**src/rtl/coffee_dispense_ctrl_if.sv**
```systemverilog
// Signal bundle between vmcoffee (master) and the brew sequencer (slave).
// COFFEE is a one-cycle request with no ready; acceptance is GRINDER rising, rejection is FAULT.
interface coffee_dispense_ctrl_if;
  logic       COFFEE;
  logic       REFILL_WATER;
  logic       REFILL_BEANS;
  logic [4:0] WATER;
  logic       BEANS;
  logic       GRINDER;
  logic       HEATER;
  logic       PUMP;
  logic       BUSY;
  logic       DONE;
  logic       FAULT;
  logic [2:0] state_dbg;

  modport master (
    output COFFEE, REFILL_WATER, REFILL_BEANS,
    input  WATER, BEANS, GRINDER, HEATER, PUMP, BUSY, DONE, FAULT, state_dbg
  );

  modport slave (
    input  COFFEE, REFILL_WATER, REFILL_BEANS,
    output WATER, BEANS, GRINDER, HEATER, PUMP, BUSY, DONE, FAULT, state_dbg
  );
endinterface

```
**src/rtl/coffee_dispense_ctrl.sv**
```systemverilog
// Timed grind -> heat -> pour sequencer with water/bean bookkeeping.
// Every output is a register loaded from next-state values, so nothing is combinational from inputs.
module coffee_dispense_ctrl #(
  parameter int GRIND_CYCLES  = 4,
  parameter int HEAT_CYCLES   = 6,
  parameter int POUR_CYCLES   = 8,
  parameter int WATER_PER_CUP = 5,
  parameter int WATER_MAX     = 31,
  parameter int BEAN_MAX      = 15
) (
  input logic                  clk,
  input logic                  rst,
  coffee_dispense_ctrl_if.slave bus
);

  localparam logic [7:0] GRIND_LAST = 8'(GRIND_CYCLES - 1);
  localparam logic [7:0] HEAT_LAST  = 8'(HEAT_CYCLES - 1);
  localparam logic [7:0] POUR_LAST  = 8'(POUR_CYCLES - 1);
  localparam logic [4:0] CUP_WATER  = 5'(WATER_PER_CUP);
  localparam logic [4:0] FULL_WATER = 5'(WATER_MAX);
  localparam logic [3:0] FULL_BEANS = 4'(BEAN_MAX);

  typedef enum logic [2:0] {
    S_IDLE  = 3'd0,
    S_GRIND = 3'd1,
    S_HEAT  = 3'd2,
    S_POUR  = 3'd3,
    S_DONE  = 3'd4
  } state_t;

  state_t     state, state_n;
  logic [7:0] cnt, cnt_n;
  logic [4:0] level, level_n;
  logic [3:0] beans, beans_n;
  logic       fault_n;

  logic grinder_q, heater_q, pump_q, busy_q, done_q, fault_q, beans_nz_q;

  always_comb begin
    state_n = state;
    cnt_n   = cnt;
    level_n = level;
    beans_n = beans;
    fault_n = 1'b0;
    case (state)
      S_IDLE: begin
        if (bus.REFILL_WATER) level_n = FULL_WATER;
        if (bus.REFILL_BEANS) beans_n = FULL_BEANS;
        // A request that arrives together with a refill is rejected; the refill still lands.
        if (bus.COFFEE) begin
          if (bus.REFILL_WATER || bus.REFILL_BEANS) begin
            fault_n = 1'b1;
          end else if (level >= CUP_WATER && beans != 4'd0) begin
            state_n = S_GRIND;
            cnt_n   = 8'd0;
            beans_n = beans - 4'd1;
          end else begin
            fault_n = 1'b1;
          end
        end
      end
      S_GRIND: begin
        fault_n = bus.COFFEE;
        if (cnt == GRIND_LAST) begin
          state_n = S_HEAT;
          cnt_n   = 8'd0;
        end else begin
          cnt_n = cnt + 8'd1;
        end
      end
      S_HEAT: begin
        fault_n = bus.COFFEE;
        if (cnt == HEAT_LAST) begin
          state_n = S_POUR;
          cnt_n   = 8'd0;
          level_n = level - CUP_WATER;
        end else begin
          cnt_n = cnt + 8'd1;
        end
      end
      S_POUR: begin
        fault_n = bus.COFFEE;
        if (cnt == POUR_LAST) begin
          state_n = S_DONE;
          cnt_n   = 8'd0;
        end else begin
          cnt_n = cnt + 8'd1;
        end
      end
      S_DONE: begin
        fault_n = bus.COFFEE;
        state_n = S_IDLE;
      end
      default: begin
        state_n = S_IDLE;
        cnt_n   = 8'd0;
      end
    endcase
  end

  always_ff @(posedge clk) begin
    if (rst) begin
      state      <= S_IDLE;
      cnt        <= 8'd0;
      level      <= 5'd0;
      beans      <= 4'd0;
      grinder_q  <= 1'b0;
      heater_q   <= 1'b0;
      pump_q     <= 1'b0;
      busy_q     <= 1'b0;
      done_q     <= 1'b0;
      fault_q    <= 1'b0;
      beans_nz_q <= 1'b0;
    end else begin
      state      <= state_n;
      cnt        <= cnt_n;
      level      <= level_n;
      beans      <= beans_n;
      grinder_q  <= (state_n == S_GRIND);
      heater_q   <= (state_n == S_HEAT);
      pump_q     <= (state_n == S_POUR);
      busy_q     <= (state_n != S_IDLE);
      done_q     <= (state_n == S_DONE);
      fault_q    <= fault_n;
      beans_nz_q <= (beans_n != 4'd0);
    end
  end

  assign bus.WATER     = level;
  assign bus.BEANS     = beans_nz_q;
  assign bus.GRINDER   = grinder_q;
  assign bus.HEATER    = heater_q;
  assign bus.PUMP      = pump_q;
  assign bus.BUSY      = busy_q;
  assign bus.DONE      = done_q;
  assign bus.FAULT     = fault_q;
  assign bus.state_dbg = state;

endmodule

```
**src/flat_wrapper.sv**
```systemverilog
// flat-port wrapper written by rule: the top's interface ports become plain ports
module coffee_dispense_ctrl_flat 
#(
  parameter int GRIND_CYCLES  = 4,
  parameter int HEAT_CYCLES   = 6,
  parameter int POUR_CYCLES   = 8,
  parameter int WATER_PER_CUP = 5,
  parameter int WATER_MAX     = 31,
  parameter int BEAN_MAX      = 15
)
  (clk, rst, bus_COFFEE, bus_REFILL_WATER, bus_REFILL_BEANS, bus_WATER, bus_BEANS, bus_GRINDER, bus_HEATER, bus_PUMP, bus_BUSY, bus_DONE, bus_FAULT, bus_state_dbg);
  coffee_dispense_ctrl_if bus_i ();
  input logic clk;
  input logic rst;
  input wire logic [$bits(bus_i.COFFEE)-1:0] bus_COFFEE;
  input wire logic [$bits(bus_i.REFILL_WATER)-1:0] bus_REFILL_WATER;
  input wire logic [$bits(bus_i.REFILL_BEANS)-1:0] bus_REFILL_BEANS;
  output wire logic [$bits(bus_i.WATER)-1:0] bus_WATER;
  output wire logic [$bits(bus_i.BEANS)-1:0] bus_BEANS;
  output wire logic [$bits(bus_i.GRINDER)-1:0] bus_GRINDER;
  output wire logic [$bits(bus_i.HEATER)-1:0] bus_HEATER;
  output wire logic [$bits(bus_i.PUMP)-1:0] bus_PUMP;
  output wire logic [$bits(bus_i.BUSY)-1:0] bus_BUSY;
  output wire logic [$bits(bus_i.DONE)-1:0] bus_DONE;
  output wire logic [$bits(bus_i.FAULT)-1:0] bus_FAULT;
  output wire logic [$bits(bus_i.state_dbg)-1:0] bus_state_dbg;
  assign bus_i.COFFEE = bus_COFFEE;
  assign bus_i.REFILL_WATER = bus_REFILL_WATER;
  assign bus_i.REFILL_BEANS = bus_REFILL_BEANS;
  assign bus_WATER = bus_i.WATER;
  assign bus_BEANS = bus_i.BEANS;
  assign bus_GRINDER = bus_i.GRINDER;
  assign bus_HEATER = bus_i.HEATER;
  assign bus_PUMP = bus_i.PUMP;
  assign bus_BUSY = bus_i.BUSY;
  assign bus_DONE = bus_i.DONE;
  assign bus_FAULT = bus_i.FAULT;
  assign bus_state_dbg = bus_i.state_dbg;
  coffee_dispense_ctrl #(.GRIND_CYCLES(GRIND_CYCLES), .HEAT_CYCLES(HEAT_CYCLES), .POUR_CYCLES(POUR_CYCLES), .WATER_PER_CUP(WATER_PER_CUP), .WATER_MAX(WATER_MAX), .BEAN_MAX(BEAN_MAX)) u_core (.clk(clk), .rst(rst), .bus(bus_i));
endmodule
```
**config.mk**
```make
export PLATFORM = sky130hd
export DESIGN_NAME = coffee_dispense_ctrl_flat
export DESIGN_NICKNAME = d
export VERILOG_FILES = /design/src/rtl/coffee_dispense_ctrl_if.sv /design/src/rtl/coffee_dispense_ctrl.sv /design/src/flat_wrapper.sv
export SDC_FILE = /design/constraint.sdc
export NUM_CORES = 1
export LEC_CHECK = 0
export CORE_UTILIZATION = 53
export CTS_CLUSTER_SIZE = 24
export DETAILED_ROUTE_END_ITERATION = 10
export MAX_ROUTING_LAYER = met4
export PLACE_DENSITY_LB_ADDON = 0.25
export SLEW_MARGIN = 10
export SYNTH_ARGS = -nofsm -noshare
export SYNTH_HDL_FRONTEND = slang
export SYNTH_SLANG_ARGS = --single-unit
```
**constraint.sdc**
```tcl
create_clock -name clk -period 2.64 [get_ports clk]
set_clock_uncertainty 0.05 [all_clocks]
set_input_delay 0.528 -clock clk [delete_from_list [all_inputs] [get_ports clk]]
set_output_delay 0.528 -clock clk [all_outputs]
set_load 0.1 [all_outputs]
```
== Word-level counts from Yosys, hierarchy flattened ==
Cells that the tools add are included.

* Order comparisons: 1
* Muxes and demuxes: 26
* Reduce and logical (&&, ||, !) cells: 10
* Eq/ne operators: 16
* Bitwise operators: 1
* $add $sub $neg: 3

{| class="wikitable"
|+ Operators by type and width
! operator !! number
|-
| $mux W8 || 6
|-
| $pmux W8 S5 || 1
|-
| $mux W4 || 5
|-
| $mux W3 || 6
|-
| $eq A8 B3 Y1 const B || 2
|-
| $eq A3 B2 Y1 const B || 4
|-
| $pmux W3 S4 || 1
|-
| $mux W5 || 2
|-
| $pmux W5 S2 || 1
|-
| $add A8 B1 Y8 const B || 1
|-
| $eq A8 B2 Y1 const B || 1
|-
| $reduce_bool A4 Y1 || 2
|-
| $eq A3 B1 Y1 const B || 2
|-
| $eq A3 B3 Y1 const B || 2
|-
| $ne A2 B2 Y1 const B || 3
|-
| $ge A5 B3 Y1 const B || 1
|-
| $sub A5 B3 Y5 const B || 1
|-
| $ne A2 B1 Y1 const B || 2
|-
| $reduce_and A4 Y1 || 1
|-
| $reduce_or A4 Y1 || 1
|-
| $sub A4 B1 Y4 const B || 1
|-
| $logic_not A3 Y1 || 1
|-
| $mux W1 || 3
|-
| $reduce_and A3 Y1 || 1
|-
| 6 further kinds || 6
|}

* Output and inout port bits: 15
* Word-level logic and storage cells: 68
* Flip-flop bits (word level): 27
* Input bits: 5

== Depth between registers and ports, before layout ==
Gate-level depths: netlist (run 1).

* Depth in word-level cells: 7
* Depth in mapped cells: 7

== Least setup slack after synthesis (run 1) ==
Ideal clock, no wire load.

* Path type: reg2reg
* Start: reg u_core.level[0], in the netlist u_core.bus.WATER[0]
* End: reg u_core.beans_nz_q, in the netlist u_core.bus.BEANS
* Path buffers: 0
* Library setup time: 133 ps
* Stages on the path, launching flop included: 7
* Arrival: 2495 ps
* Path slack: -37 ps
* Cell sequence: dfxtp_1 -> ha_1 -> o31ai_4 -> a2111oi_4 -> nand2_2 -> o32ai_2 -> a31oi_1

* Longest elaborated chain between the ends: 7

{| class="wikitable"
|+ RTL lines
! element !! RTL line !! source
|-
| start, declared || coffee_dispense_ctrl.sv:33 || <nowiki>logic [4:0] level, level_n;</nowiki>
|-
| start signal, assigned || coffee_dispense_ctrl.sv:117 || <nowiki>level <= level_n;</nowiki>
|-
| $ge A5 B3 Y1 || coffee_dispense_ctrl.sv:53 || <nowiki>end else if (level >= CUP_WATER && beans != 4'd0) begin</nowiki>
|-
| $logic_and A1 B1 Y1 || coffee_dispense_ctrl.sv:53 ||
|-
| $mux W4 || coffee_dispense_ctrl.sv:53 ||
|-
| $mux W4 || coffee_dispense_ctrl.sv:51 || <nowiki>if (bus.REFILL_WATER || bus.REFILL_BEANS) begin</nowiki>
|-
| $mux W4 || coffee_dispense_ctrl.sv:50 || <nowiki>if (bus.COFFEE) begin</nowiki>
|-
| $mux W4 || coffee_dispense_ctrl.sv:45 || <nowiki>case (state)</nowiki>
|-
| $reduce_bool A4 Y1 || coffee_dispense_ctrl.sv:125 || <nowiki>beans_nz_q <= (beans_n != 4'd0);</nowiki>
|-
| end signal, assigned || coffee_dispense_ctrl.sv:125 ||
|-
| end, declared || coffee_dispense_ctrl.sv:37 || <nowiki>logic grinder_q, heater_q, pump_q, busy_q, done_q, fault_q, beans_nz_q;</nowiki>
|}

Every way passes these cells.
A chain may end at the register's enable or synchronous reset.

== Final worst setup path (run 1) ==
* Start: reg u_core.beans[0]
* End: reg u_core.cnt[4]

* Longest elaborated chain between the ends: 4

{| class="wikitable"
|+ RTL lines
! element !! RTL line !! source
|-
| start, declared || coffee_dispense_ctrl.sv:34 || <nowiki>logic [3:0] beans, beans_n;</nowiki>
|-
| start signal, assigned || coffee_dispense_ctrl.sv:118 || <nowiki>beans <= beans_n;</nowiki>
|-
| $reduce_bool A4 Y1 || coffee_dispense_ctrl.sv:53 ||
|-
| $logic_and A1 B1 Y1 || coffee_dispense_ctrl.sv:53 ||
|-
| $ne A2 B1 Y1 (no line) || - ||
|-
| $reduce_and A4 Y1 (no line) || - ||
|-
| end signal, assigned || coffee_dispense_ctrl.sv:116 || <nowiki>cnt <= cnt_n;</nowiki>
|-
| end, declared || coffee_dispense_ctrl.sv:32 || <nowiki>logic [7:0] cnt, cnt_n;</nowiki>
|}

Every way passes these cells.

==> flow_metrics.env, run 1 <==
export IMPL_clk_pin_slew_worst_paths_ps=150
export IMPL_drv_cap=0
export IMPL_die_w_um=54.1
export IMPL_fin_crit_ps=2200
export IMPL_drive_above_1_share=0.163
export IMPL_synth_distinct_cells=45
export IMPL_synth_nets=181
export IMPL_critical_path_arrival_ps=2420
export IMPL_drc=0
export IMPL_synth_edf_count=0
export IMPL_vias_per_cell=5.80
export IMPL_postSynth_asyncResetShare=0
export IMPL_hold_depth=1
export IMPL_drtAntennaViolNets=0
export IMPL_preCtsSetupSlack_ps=112
export IMPL_path_depth=7
export IMPL_antenna_found_initial=0
export IMPL_cts_tree="done"
export IMPL_hold_class="reg2reg"
export IMPL_irDropWorstVdd_uv=340
export IMPL_crit_chain="inv_1, ha_1, nor3b_1, a2111oi_4, a211oi_1, a31oi_1, mux2i_1"
export IMPL_cp_max_fo=8
export IMPL_rows=18
export IMPL_cts_sinks=27
export IMPL_areaGrowthSynthToFinish_pct=14.5
export IMPL_critPathSlowestCell="a211oi_1"
export IMPL_cp_slowest_stage_delay_ps=590
export IMPL_wl_per_cell_um=13.4
export IMPL_max_freq_ghz=0.454
export IMPL_postCtsHoldBufs=0
export IMPL_p_leak_nw=0.626
export IMPL_timing_slew_headroom=0.582
export IMPL_start_util=0.570
export IMPL_top_usage_layer="met2"
export IMPL_worst_pin_slew_ps=623
export IMPL_rsz0062_at_grt="false"
export IMPL_cts_htree_levels=1
export IMPL_die_area_um2=2930
export IMPL_report_final_slew_viol_count=0
export IMPL_crit_type="reg2reg"
export IMPL_setup_viol=0
export IMPL_globalRouteMet1Util=0.257
export IMPL_ctsResizeCount=0
export IMPL_netlist_area_um2=1440
export IMPL_finalPower_mw=0.811
export IMPL_yosysSeqAreaShare=0.376
export IMPL_antenna_cells=0
export IMPL_synthFlopType="dfxtp_1"
export IMPL_met3_usage=0.0311
export IMPL_cp_start_kind="register"
export IMPL_cts_root_buf="clkbuf_4"
export IMPL_num_vias=1277
export IMPL_ff2ff_path_depth=7
export IMPL_coreArea_um2=2520
export IMPL_cp_top_family="compound AO/OA/AOI/OAI gates"
export IMPL_worst_slack_ps=436
export IMPL_final_nets=201
export IMPL_grt_usage=0.230
export IMPL_cellPowerDensity_nw_per_um2=492
export IMPL_drt_iter0_markers=17
export IMPL_place_detailed_hpwl_um=2310
export IMPL_die_h_um=54.1
export IMPL_netlist_instances=171
export IMPL_gr_total_overflow=0
export IMPL_end_kind="register"
export IMPL_wl_um=2940
export IMPL_tns_ps=0
export IMPL_synth_area_leader_cell="dfxtp_1"
export IMPL_critPathBufInv=1
export IMPL_cts_setup_buffers=0
export IMPL_dp_cells=216
export IMPL_yosysTopAreaCellShare=0.376
export IMPL_hold_viol_final=0
export IMPL_fillers=222
export IMPL_final_period_utilization=0.835
export IMPL_status="finished clean"
export IMPL_synthTopCellsByArea="dfxtp_1 (38%), nor2_1 (5.5%), ha_1 (4.3%), nand3_1 (3.8%), a211oi_1 (3.7%)"
export IMPL_drtPass1Iterations=4
export IMPL_cp_data_required_time_ps=2860
export IMPL_finalNonFillerCells=220
export IMPL_ioPinCount=20
export IMPL_grt_pass1_vias=1106
export IMPL_synth_ff_latch_count=27
export IMPL_grt_pass1_wl_um=4670
export IMPL_clk_latency_ps=320
export IMPL_clock_path_buffers=2
export IMPL_met2_usage=0.401
export IMPL_gp_congestion=0.896
export IMPL_yosys_warnings=0
export IMPL_grt_start_max_net_pins=17
export IMPL_place_port_buffers=19
export IMPL_numCtsBuffers=3
export IMPL_synth_avg_cell_area_um2=8.41
==> power by group <==
part	internal, mW	switching (mW)
Sequential	0.425	0.0203
Combinational	0.0546	0.130
Clock	0.0579	0.123
Total	0.537	0.273
==> metrics by stage <==
stage          instance area [um^2]  utilization  hold WS, ps
3_5_place_dp                   1620        0.641          454
2_1_floorplan                  1440            -          429
3_3_place_gp                   1620        0.641          452
5_1_grt                        1650        0.653          483
4_1_cts                        1650        0.653          474
6_report                       1650        0.653          474
==> synthesized netlist by cell type (2+ instances only) <==
cell type  number
and2_1          3
clkbuf_1        2
nor3_1          4
nor2_1         21
nor3b_1         2
nor2b_1         3
dfxtp_1        27
nand2b_1        5
xor2_1          2
ha_1            5
nand3_1        11
mux2i_1         3
a21oi_1         9
inv_1          11
a211oi_1        7
xnor2_1         3
buf_2           4
a31oi_1         3
nand2_1        11
nand4_1         2
and3_1          3
o21ai_0         7
==> cell type report <==
class                           instances  area (um^2)  area share
Clock inverter                          1         7.51     0.00456
Clock buffer                            3         22.5      0.0137
Inverter                               11         41.3      0.0251
Sequential cell                        27          542       0.329
Timing Repair Buffer                   21          168       0.102
Multi-Input combinational cell        127          830       0.503
Tap cell                               30         37.5      0.0228
==> per-layer routing <==
metal / wire length [um] / share of wire
met1: 1310 / 0.45
met3: 81 / 0.028
met2: 1510 / 0.51
met5: 0 / 0
met4: 34 / 0.012
==> cell usage in the layout, fill, tap and decap left out, drive strengths merged, types with 3 or more instances in the layout <==
cell type       n
dfxtp          27
nor2           21
buf            17
nand2          12
inv            11
nand3          11
a21oi           9
o21ai           8
a211oi          7
nand2b          5
ha              5
nor3            5
and2            5
clkdlybuf4s50   4
and3            4
xnor2           3
a31oi           3
mux2i           3
nor2b           3
clkbuf          3
==> worst reg2reg max path, stage by stage, from the launching register on <==
cell,delay [ps]
dfxtp_1,370
inv_1,90
ha_1,190
nor3b_1,470
a2111oi_4,140
a211oi_1,590
a31oi_1,90
mux2i_1,150
==> cells by family after synthesis <==
family,share of synthesized area
buf+inv,0.0478
fa+ha+maj,0.0435
xor+xnor,0.0304
compound gates,0.212
mux,0.0209
simple gates,0.270
flops,0.376
==> final timing paths <==
check                          endpoint  slack (ps)                        from
max          u_core.cnt[4]$_SDFFE_PP0P_         440  u_core.beans[0]$_SDFF_PP0_
min          u_core.cnt[5]$_SDFFE_PP0P_         470  u_core.cnt[5]$_SDFFE_PP0P_
max reg2reg  u_core.cnt[4]$_SDFFE_PP0P_         440  u_core.beans[0]$_SDFF_PP0_
min reg2reg  u_core.cnt[5]$_SDFFE_PP0P_         470  u_core.cnt[5]$_SDFFE_PP0P_
==> flip-flops by register name, summed over array words and instances (netlist names) <==
register / flops
u_core.bus.DONE: 1
u_core.bus.WATER: 5
u_core.cnt: 8
u_core.bus.PUMP: 1
u_core.bus.BUSY: 1
u_core.beans: 4
u_core.bus.HEATER: 1
u_core.bus.GRINDER: 1
u_core.bus.FAULT: 1
u_core.bus.BEANS: 1
u_core.bus.state_dbg: 3
(Power assumes the default switching activity.)
==> run 2, diff against run 1 <==
--- a/config.mk
+++ b/config.mk
@@ -5,7 +5,7 @@
 export SDC_FILE = /design/constraint.sdc
 export NUM_CORES = 1
 export LEC_CHECK = 0
-export CORE_UTILIZATION = 53
+export CORE_UTILIZATION = 48
 export CTS_CLUSTER_SIZE = 24
 export DETAILED_ROUTE_END_ITERATION = 10
 export MAX_ROUTING_LAYER = met4
==> constraint.sdc (replaced) <==
create_clock -name clk -period 2 [get_ports clk]
set_clock_uncertainty 0.05 [all_clocks]
set_input_delay 0.4 -clock clk [delete_from_list [all_inputs] [get_ports clk]]
set_output_delay 0.4 -clock clk [all_outputs]
set_load 0.1 [all_outputs]
==> run 2 against run 1 <==
Net effect:
- the run now ends with design-rule violations left
- worst setup slack got worse by 360 ps
- cell area grew 14%
- non-clock buffer count is 15 higher
- critical path type is now in2reg
- largest cell class unchanged
==> flow_metrics.env, run 2 (synthesis results as in run 1) <==
export IMPL_grt_start_max_net_pins=15
export IMPL_combPwrFrac=0.265
export IMPL_critical_path_arrival_ps=2090
export IMPL_cp_max_fo=5
export IMPL_wl_um=3220
export IMPL_grt_pass1_vias=1261
export IMPL_worst_slack_ps=72.0
export IMPL_numCtsBuffers=3
export IMPL_hold_viol_final=0
export IMPL_cp_slowest_stage_delay_ps=420
export IMPL_cellPowerDensity_nw_per_um2=595
export IMPL_drc=4
export IMPL_cts_sinks=27
export IMPL_die_h_um=56.8
export IMPL_crit_path_end="u_core.cnt[0]$_SDFFE_PP0P_"
export IMPL_largest_register_ffs=8
export IMPL_drv_cap=0
export IMPL_critPathBufInv=2
export IMPL_place_detailed_hpwl_um=2420
export IMPL_end_kind="register"
export IMPL_clk_latency_ps=320
export IMPL_rows=19
export IMPL_crit_chain="clkdlybuf4s50_1, or2_1, a2111oi_4, buf_4, a21oi_1, a32oi_1, nor2_1"
export IMPL_areaGrowthSynthToFinish_pct=30.3
export IMPL_setup_worst_path_start="bus_REFILL_WATER"
export IMPL_setup_viol=0
export IMPL_fillers=242
export IMPL_antenna_found_initial=0
export IMPL_reg2reg_from="u_core.bus.WATER[1]$_SDFFE_PP0P_"
export IMPL_critPathSlowestCell="a2111oi_4"
export IMPL_clock_path_buffers=2
export IMPL_drtPass1Iterations=8
export IMPL_multiInputGateArea_um2=868
export IMPL_die_w_um=56.8
export IMPL_report_final_slew_viol_count=0
export IMPL_status="finished, violations left"
export IMPL_seq_area_um2=558
export IMPL_antenna_cells=0
export IMPL_r2r_end="u_core.bus.GRINDER$_SDFF_PP0_"
export IMPL_met1_length_um=1360
export IMPL_swShare=0.331
export IMPL_p_switching_mw=0.369
export IMPL_ff2ff_setup_slack_ps=80
export IMPL_largest_register="u_core.cnt"
export IMPL_worst_pin_slew_ps=514
export IMPL_start_util=0.513
export IMPL_internal_power_mw=0.747
export IMPL_drive_above_1_share=0.298
export IMPL_design_area_um2=1880
export IMPL_cp_data_required_time_ps=2170
export IMPL_rsz0062_at_grt="false"
export IMPL_wl_per_cell_um=13.6
export IMPL_grt_usage=0.215
export IMPL_max_freq_ghz=0.519
export IMPL_num_vias=1373
export IMPL_gr_total_overflow=0
export IMPL_grt_pass1_wl_um=5310
export IMPL_die_area_um2=3220
export IMPL_final_period_utilization=0.964
export IMPL_postCtsHoldBufs=0
export IMPL_drt_iter0_markers=50
export IMPL_wl_met3_um=133
export IMPL_pwr_share_clk=0.210
export IMPL_ff2ff_path_depth=8
export IMPL_violations="design-rule violations"
export IMPL_preCtsSetupSlack_ps=-343
export IMPL_drtAntennaViolNets=0
export IMPL_power_frac_seq=0.525
export IMPL_gp_congestion=0.875
export IMPL_wl_met2_um=1700
export IMPL_hold_class="reg2reg"
export IMPL_path_depth=7
export IMPL_cts_htree_levels=1
export IMPL_coreArea_um2=2810
export IMPL_clk_pin_slew_worst_paths_ps=140
export IMPL_p_leak_nw=0.727
export IMPL_fin_crit_ps=1930
export IMPL_irDropWorstVdd_uv=416
export IMPL_cp_top_family="compound AO/OA/AOI/OAI gates"
export IMPL_cts_setup_buffers=0
export IMPL_vias_per_cell=5.82
export IMPL_cp_start_kind="input pin"
export IMPL_layout_commonest_cell="buf_4"
export IMPL_crit_type="in2reg"
export IMPL_ioPinCount=20
export IMPL_final_nets=216
export IMPL_final_cell_mix="buf_4 (27), nor2_1 (21), dfxtp_1 (17)"
export IMPL_route_top_layer_used="met4"
export IMPL_placed_area_um2=1820
export IMPL_cts_tree="done"
export IMPL_timing_slew_headroom=0.657
export IMPL_place_port_buffers=19
export IMPL_cts_root_buf="clkbuf_4"
==> run 2: changes by cell type in the layout (fill, tap and decap cells not counted), sizes merged <==
| cell | change |
|---|---|
| buf | +15 |
| clkbuf | +1 |
| clkinvlp | -1 |
==> run 2: power by group through the flow <==
stage	clock network [mW]	registers, mW	logic, mW
2_1_floorplan	0	0.692	0.0963
3_3_place_gp	0	0.593	0.280
3_5_place_dp	0	0.595	0.287
4_1_cts	0.252	0.583	0.290
5_1_grt	0.276	0.590	0.314
6_report	0.234	0.585	0.296
==> run 2: area by class of cell <==
type	count	share of cell area
multi-input cells	127	0.463
flip-flops and latches	27	0.298
repair buffers	36	0.183
inverters	11	0.0220
well taps	31	0.0207
clock buffers	4	0.0140
==> run 2: worst min path at each step <==
stage               slack, ps  cells after the start                       start                         end
finish                    480                      2  u_core.cnt[6]$_SDFFE_PP0P_  u_core.cnt[6]$_SDFFE_PP0P_
global route              500                      1  u_core.cnt[5]$_SDFFE_PP0P_  u_core.cnt[5]$_SDFFE_PP0P_
CTS                       480                      1  u_core.cnt[5]$_SDFFE_PP0P_  u_core.cnt[5]$_SDFFE_PP0P_
detailed placement        460                      1  u_core.cnt[5]$_SDFFE_PP0P_  u_core.cnt[5]$_SDFFE_PP0P_
global placement          450                      1  u_core.cnt[5]$_SDFFE_PP0P_  u_core.cnt[5]$_SDFFE_PP0P_
floorplan                 430                      2  u_core.cnt[7]$_SDFFE_PP0P_  u_core.cnt[7]$_SDFFE_PP0P_
==> run 2: tightest hold or removal path, delay by kind of cell, from the launching register on <==
kind	cells	cell delay [ps]
compound gates	1	60
flops	1	370
simple gates	1	60
==> run 2: metrics by stage <==
step           setup TNS, ps  std cells  hold slack [ps]  utilization  power [mW]
6_report                   0        236              479        0.669        1.12
5_1_grt                    0        236              503        0.669        1.18
4_1_cts                    0        237              480        0.660        1.13
3_5_place_dp           -3460        233              461        0.647       0.882
3_3_place_gp           -2710        233              449        0.647       0.873
2_1_floorplan          -6.54        171              429            -       0.788
==> run 2: timing repair <==
action | 4_1_cts | 5_1_grt
pin swaps | 1 | 4
gates resized for setup | 2 | 9
endpoints found under the setup margin | 6 | 8
==> run 2: metal layers <==
metal	global-route usage	up-vias
met5	-	-
met4	0.0767	0
met3	0.0276	6
met2	0.381	41
met1	0.248	653
li1	-	673
